## config.mk

```make
export PLATFORM = sky130hd
export DESIGN_NAME = wash_cycle_scheduler
export DESIGN_NICKNAME = d
export VERILOG_FILES = /design/src/rtl/wash_pkg.sv /design/src/rtl/wash_cycle_scheduler_rr_arbiter.sv /design/src/rtl/wash_cycle_scheduler.sv
export SDC_FILE = /design/constraint.sdc
export NUM_CORES = 1
export LEC_CHECK = 0
export ABC_AREA = 1
export BUFFER_PORTS_ARGS = -buffer_cell sky130_fd_sc_hd__clkbuf_2
export CELL_PAD_IN_SITES_DETAIL_PLACEMENT = 1
export CELL_PAD_IN_SITES_GLOBAL_PLACEMENT = 2
export CORE_ASPECT_RATIO = 0.9
export CORE_MARGIN = 5
export CORE_UTILIZATION = 23
export CTS_CLUSTER_DIAMETER = 60
export DETAILED_ROUTE_END_ITERATION = 8
export GPL_TIMING_DRIVEN = 0
export PLACE_DENSITY_LB_ADDON = 0.05
export SYNTH_ARGS = -nofsm -noshare
export SYNTH_HDL_FRONTEND = slang
export SYNTH_SLANG_ARGS = --single-unit
```

## constraint.sdc

```tcl
create_clock -name clk -period 2.3 [get_ports clk]
set_clock_uncertainty 0.15 [all_clocks]
set_input_delay 0.115 -clock clk [delete_from_list [all_inputs] [get_ports clk]]
set_output_delay 0.115 -clock clk [all_outputs]
set_load 0.02 [all_outputs]
```

## src/rtl/wash_pkg.sv

```systemverilog
// wash_pkg: phase encodings and default phase durations for the wash cycle scheduler
package wash_pkg;
  typedef enum logic [2:0] {
    PH_START = 3'd0,
    PH_WASH  = 3'd1,
    PH_SPIN  = 3'd2,
    PH_DRY   = 3'd3,
    PH_FIN   = 3'd4,
    PH_HALT  = 3'd5
  } phase_e;
  localparam int DEF_START = 3;
  localparam int DEF_WASH  = 10;
  localparam int DEF_SPIN  = 5;
  localparam int DEF_DRY   = 5;
  localparam int DEF_FIN   = 3;
  localparam int DEF_HALT  = 2;
endpackage

```

## src/rtl/wash_cycle_scheduler_rr_arbiter.sv

```systemverilog
// rr_arbiter: combinational round-robin pick of the first set req bit at or above ptr
module rr_arbiter #(
  parameter int N_REQ = 4,
  parameter int PW = (N_REQ > 1) ? $clog2(N_REQ) : 1
) (
  input  logic [N_REQ-1:0] req,
  input  logic [PW-1:0]    ptr,
  output logic [N_REQ-1:0] gnt
);
  logic          found;
  logic [PW-1:0] idx;
  always_comb begin
    gnt = '0;
    found = 1'b0;
    idx = '0;
    for (int i = 0; i < N_REQ; i++) begin
      idx = PW'((int'(ptr) + i) % N_REQ);
      if (!found && req[idx]) begin
        gnt[idx] = 1'b1;
        found = 1'b1;
      end
    end
  end
endmodule

```

## src/rtl/wash_cycle_scheduler.sv

```systemverilog
// wash_cycle_scheduler: round-robin owner of one wash machine, running timed phases with door pause and abort
module wash_cycle_scheduler
  import wash_pkg::*;
#(
  parameter int N_REQ   = 4,
  parameter int CW      = 8,
  parameter int D_START = DEF_START,
  parameter int D_WASH  = DEF_WASH,
  parameter int D_SPIN  = DEF_SPIN,
  parameter int D_DRY   = DEF_DRY,
  parameter int D_FIN   = DEF_FIN,
  parameter int D_HALT  = DEF_HALT
) (
  input  logic             clk,
  input  logic             rst,
  input  logic [N_REQ-1:0] req,
  input  logic [N_REQ-1:0] quick,
  input  logic             door_closed,
  input  logic             abort,
  output logic [N_REQ-1:0] grant,
  output logic             busy,
  output logic [2:0]       phase,
  output logic             paused,
  output logic [N_REQ-1:0] done,
  output logic             aborted
);
  localparam int PW = (N_REQ > 1) ? $clog2(N_REQ) : 1;
  logic [N_REQ-1:0] grant_q, grant_d, done_q, done_d, win;
  logic             busy_q, busy_d, prog_q, prog_d, paused_q, paused_d, aborted_q, aborted_d;
  phase_e           phase_q, phase_d;
  logic [CW-1:0]    cnt_q, cnt_d, d_eff;
  logic [PW-1:0]    ptr_q, ptr_d, ptr_nxt;
  logic             last, hold;
  rr_arbiter #(.N_REQ(N_REQ), .PW(PW)) u_arb (.req(req), .ptr(ptr_q), .gnt(win));
  always_comb begin
    ptr_nxt = '0;
    for (int i = 0; i < N_REQ; i++) if (win[i]) ptr_nxt = PW'((i + 1) % N_REQ);
    d_eff = phase_q == PH_START ? CW'(D_START)
          : phase_q == PH_WASH  ? CW'(prog_q ? D_WASH >> 1 : D_WASH)
          : phase_q == PH_SPIN  ? CW'(D_SPIN)
          : phase_q == PH_DRY   ? CW'(prog_q ? D_DRY >> 1 : D_DRY)
          : phase_q == PH_FIN   ? CW'(D_FIN) : CW'(D_HALT);
    last = cnt_q == d_eff - CW'(1);
    // the door only interlocks the four timed phases, never FINISHED or HALT
    hold = busy_q && phase_q != PH_FIN && phase_q != PH_HALT && !door_closed;
    grant_d = grant_q;
    busy_d = busy_q;
    phase_d = phase_q;
    cnt_d = cnt_q;
    prog_d = prog_q;
    ptr_d = ptr_q;
    paused_d = 1'b0;
    done_d = '0;
    aborted_d = 1'b0;
    if (!busy_q) begin
      if (|req) begin
        grant_d = win;
        busy_d = 1'b1;
        phase_d = PH_START;
        cnt_d = '0;
        prog_d = |(quick & win);
        ptr_d = ptr_nxt;
      end
    end else if (abort && phase_q != PH_HALT) begin
      phase_d = PH_HALT;
      cnt_d = '0;
      aborted_d = 1'b1;
    end else if (hold) begin
      paused_d = 1'b1;
    end else if (last) begin
      cnt_d = '0;
      phase_d = phase_q == PH_HALT ? PH_START : phase_e'(phase_q + 3'd1);
      done_d = phase_q == PH_FIN ? grant_q : '0;
      busy_d = phase_q != PH_HALT;
      grant_d = phase_q == PH_HALT ? '0 : grant_q;
    end else begin
      cnt_d = cnt_q + CW'(1);
    end
  end
  always_ff @(posedge clk or posedge rst) begin
    if (rst) begin
      grant_q <= '0;
      busy_q <= 1'b0;
      phase_q <= PH_START;
      cnt_q <= '0;
      prog_q <= 1'b0;
      ptr_q <= '0;
      paused_q <= 1'b0;
      done_q <= '0;
      aborted_q <= 1'b0;
    end else begin
      grant_q <= grant_d;
      busy_q <= busy_d;
      phase_q <= phase_d;
      cnt_q <= cnt_d;
      prog_q <= prog_d;
      ptr_q <= ptr_d;
      paused_q <= paused_d;
      done_q <= done_d;
      aborted_q <= aborted_d;
    end
  end
  assign grant = grant_q;
  assign busy = busy_q;
  assign phase = phase_q;
  assign paused = paused_q;
  assign done = done_q;
  assign aborted = aborted_q;
endmodule

```

==> run metrics <==
critical path class=reg -> reg; Syn Area/Cell=7.084 µm²; CP Launch Type=flip-flop; DRT Pass-1 Iters=4; vias in the first global route=1,810; H-tree Lvls=1; Detailed Route WL=5546 µm; final core utilization=0.3213; CTS tree=done; clock latency on the worst-skew pair=270 ps; P per Cell Area=1721 nW/µm²; R2R Setup Slk=-230 ps; row cnt=30; area of the die=9694 µm²; commonest register cell after synthesis=dfrtp_1; maximum clock path buffer count=2; share of cells above drive strength 1=0.3729; routed vias=1,736; ys async rst share=1.000; Layout Cells excl Fill=399; global route overflow=0; Worst EP arrival=2530 ps; core box area=7582 µm²; Max Fclk=0.3960 GHz; Die Y=93.91 µm; final worst slack=-225.4 ps; status=finished with violations; setup violators final=20; Post-Syn Area=1799 µm²; Initial Util=0.2373; final worst-path cycle share=1.098; Adder-Cell Fraction of Synth Area=0.05563; RR Endpoint=phase[0]; Die Wd=103.2 µm; EDFF count, synth=0; post-synthesis compound-gate area fraction=0.06676; GRT Overall Usage=0.1221; first-pass GRT wire length=9294 µm; Root Driver=clkbuf_8; DRT antenna net count=0; # nets final=324; RSZ-0062 raised after global routing=yes; largest net degree at the start of global routing=26; end point of the critical path=phase[0]; slew of the pin with the lowest slew margin=1029 ps; DR vias/cell=4.351; CTS buffer count=3; clk slew on worst S/H paths=90 ps; main combinational cell family by area after synthesis=simple AND/OR/NAND/NOR gates; violated checks=setup timing; initial DRC count=43; LEAKAGE=1.228 nW; crit path from=phase[2]; min cycle time layout=2525 ps; Hold Crit Class=in -> reg; sequential area share after synthesis=0.3477; reg2reg start=phase[2]; FF+latch count, synth=25; Syn. warnings=0; Synth Area in XOR/XNOR=0.03894; worst-case reg-to-reg path depth=15; Netlist cell types=27; crit end category=flip-flop; Placer Congestion=0.8008; top cell type's share of synthesized area=0.3477; simple-gate portion of the synthesized area=0.4152; DP HPWL=4296 µm; CP required=2310 ps; Slew Viols, Final=0; Peak supply drop=0.4421 mV; dominant cell type by area after synthesis=dfrtp_1; antenna cells=0; Net Count, Synth=274; placed insts=375; Post-Synthesis Cells=254; io pins=26; antenna violations before repair=0; Slew HR=0.3131; wire per inst=13.90 µm; I/O Buffers=25; DRC viols=0; Hold Vio Cnt, Final=0; Syn-to-layout area delta=35.40%; most common cell in the netlist=nand2_1; largest cells by area after synthesis=dfrtp_1, nand2_1, nand3_1, inv_1, ha_1; commonest cells in the netlist=nand2_1, nand3_1, inv_1, dfrtp_1, nor2_1; Max Cap Viol=0; mux cell area share after synthesis=0; total clock sinks=25; crit path max fanout=6
## critical path: stages (launching register included)
cell and delay (ps):
dfrtp_2 440, inv_4 90, ha_2 180, nand3b_1 120, nand3_2 110, a21oi_4 190, ha_4 220, xnor2_2 120
a21oi_2 120, nand3_2 110, nor2_4 130, nand2_4 100, nand2_8 120, nand2_8 80, nand2_4 70, o21ai_2 40
## state kept, by name, summed over array words and instances, names as in the netlist
| register | count |
|---|---|
| grant | 4 |
| aborted | 1 |
| paused | 1 |
| done | 4 |
| busy | 1 |
| cnt_q | 8 |
| phase | 3 |
| ptr_q | 2 |
| prog_q | 1 |
## kinds of logic (layout without fill, tap and decap cells)
group | after synthesis | in the layout
AO/OA/AOI/OAI | 20 | 20
XOR/XNOR | 8 | 8
adder cells (fa/ha/maj) | 8 | 8
buffers and inverters | 35 | 84
flip-flops | 25 | 25
AND/OR/NAND/NOR | 158 | 158
## worst min-delay path by stage
stage,startpoint,endpoint,slack [ps],cells past startpoint
final,door_closed,paused,6,4
after global routing,door_closed,paused,20,4
after CTS,door_closed,paused,10,4
after detailed placement,rst,done[2],250,2
after global placement,rst,cnt_q[5],260,2
after floorplan,rst,aborted,-8,1
## timing repair
item                                    CTS  global route
hold buffers                              1             0
gates resized for setup                   6            34
pin swaps                                 5            13
endpoints found under the setup margin   23            23
setup buffers                            13             6
endpoints found under the hold margin    25             0
## final cells by class
cell class | instances | area [µm²]
timing repair buffer | 45 | 294.0
sequential | 25 | 631.9
fill | 949 | 5146
clock buffer | 4 | 45.04
tap | 96 | 120.1
inverter | 35 | 141.4
multi-input combinational | 194 | 1204
## power by group
part / total (mW) / switching (mW) / internal (mW)
logic: 3.20 / 1.88 / 1.32
registers: 0.726 / 0.143 / 0.582
clock network: 0.266 / 0.142 / 0.124
total: 4.19 / 2.17 / 2.03
## placed cells by master (no fill, tap or decap), types with 3 or more instances in the layout
cell,n
dfrtp_2,5
nand3_1,26
inv_1,27
o21ai_1,3
nor2_1,17
nor2_2,7
nand3_2,6
clkbuf_8,3
xor2_1,5
buf_4,17
ha_1,5
clkbuf_2,25
nand2_1,66
inv_2,5
o21ai_0,4
nand2_4,5
o21ai_2,3
a21oi_1,5
nor2_4,3
nand3b_1,3
dfrtp_1,20
nand2_2,15
## through the flow
stage / hold slack, ps / total power [mW] / TNS (ps) / cell area [µm²] / setup slack (ps)
after floorplan: -7.890 / 2.477 / -736.7 / 1841 / -113.2
after global placement: 264.5 / 3.085 / -5813 / 2086 / -376.7
after detailed placement: 250.0 / 3.082 / -5571 / 2086 / -370.5
after CTS: 13.21 / 3.705 / -3532 / 2268 / -238.6
after global routing: 15.30 / 4.611 / -7050 / 2436 / -416.5
final: 6.263 / 4.193 / -3367 / 2436 / -225.4
## layer usage
layer | wire [µm] | part of all wire | vias to the layer above | track usage
met5 | 0 | 0 | - | 0
met4 | 35 | 0.0063 | 0 | 0.02481
met3 | 165 | 0.030 | 4 | 0.01856
met2 | 2231 | 0.40 | 19 | 0.1613
met1 | 3113 | 0.56 | 813 | 0.2019
li1 | - | - | 900 | -
No activity file was read; power rests on OpenSTA's default activity.
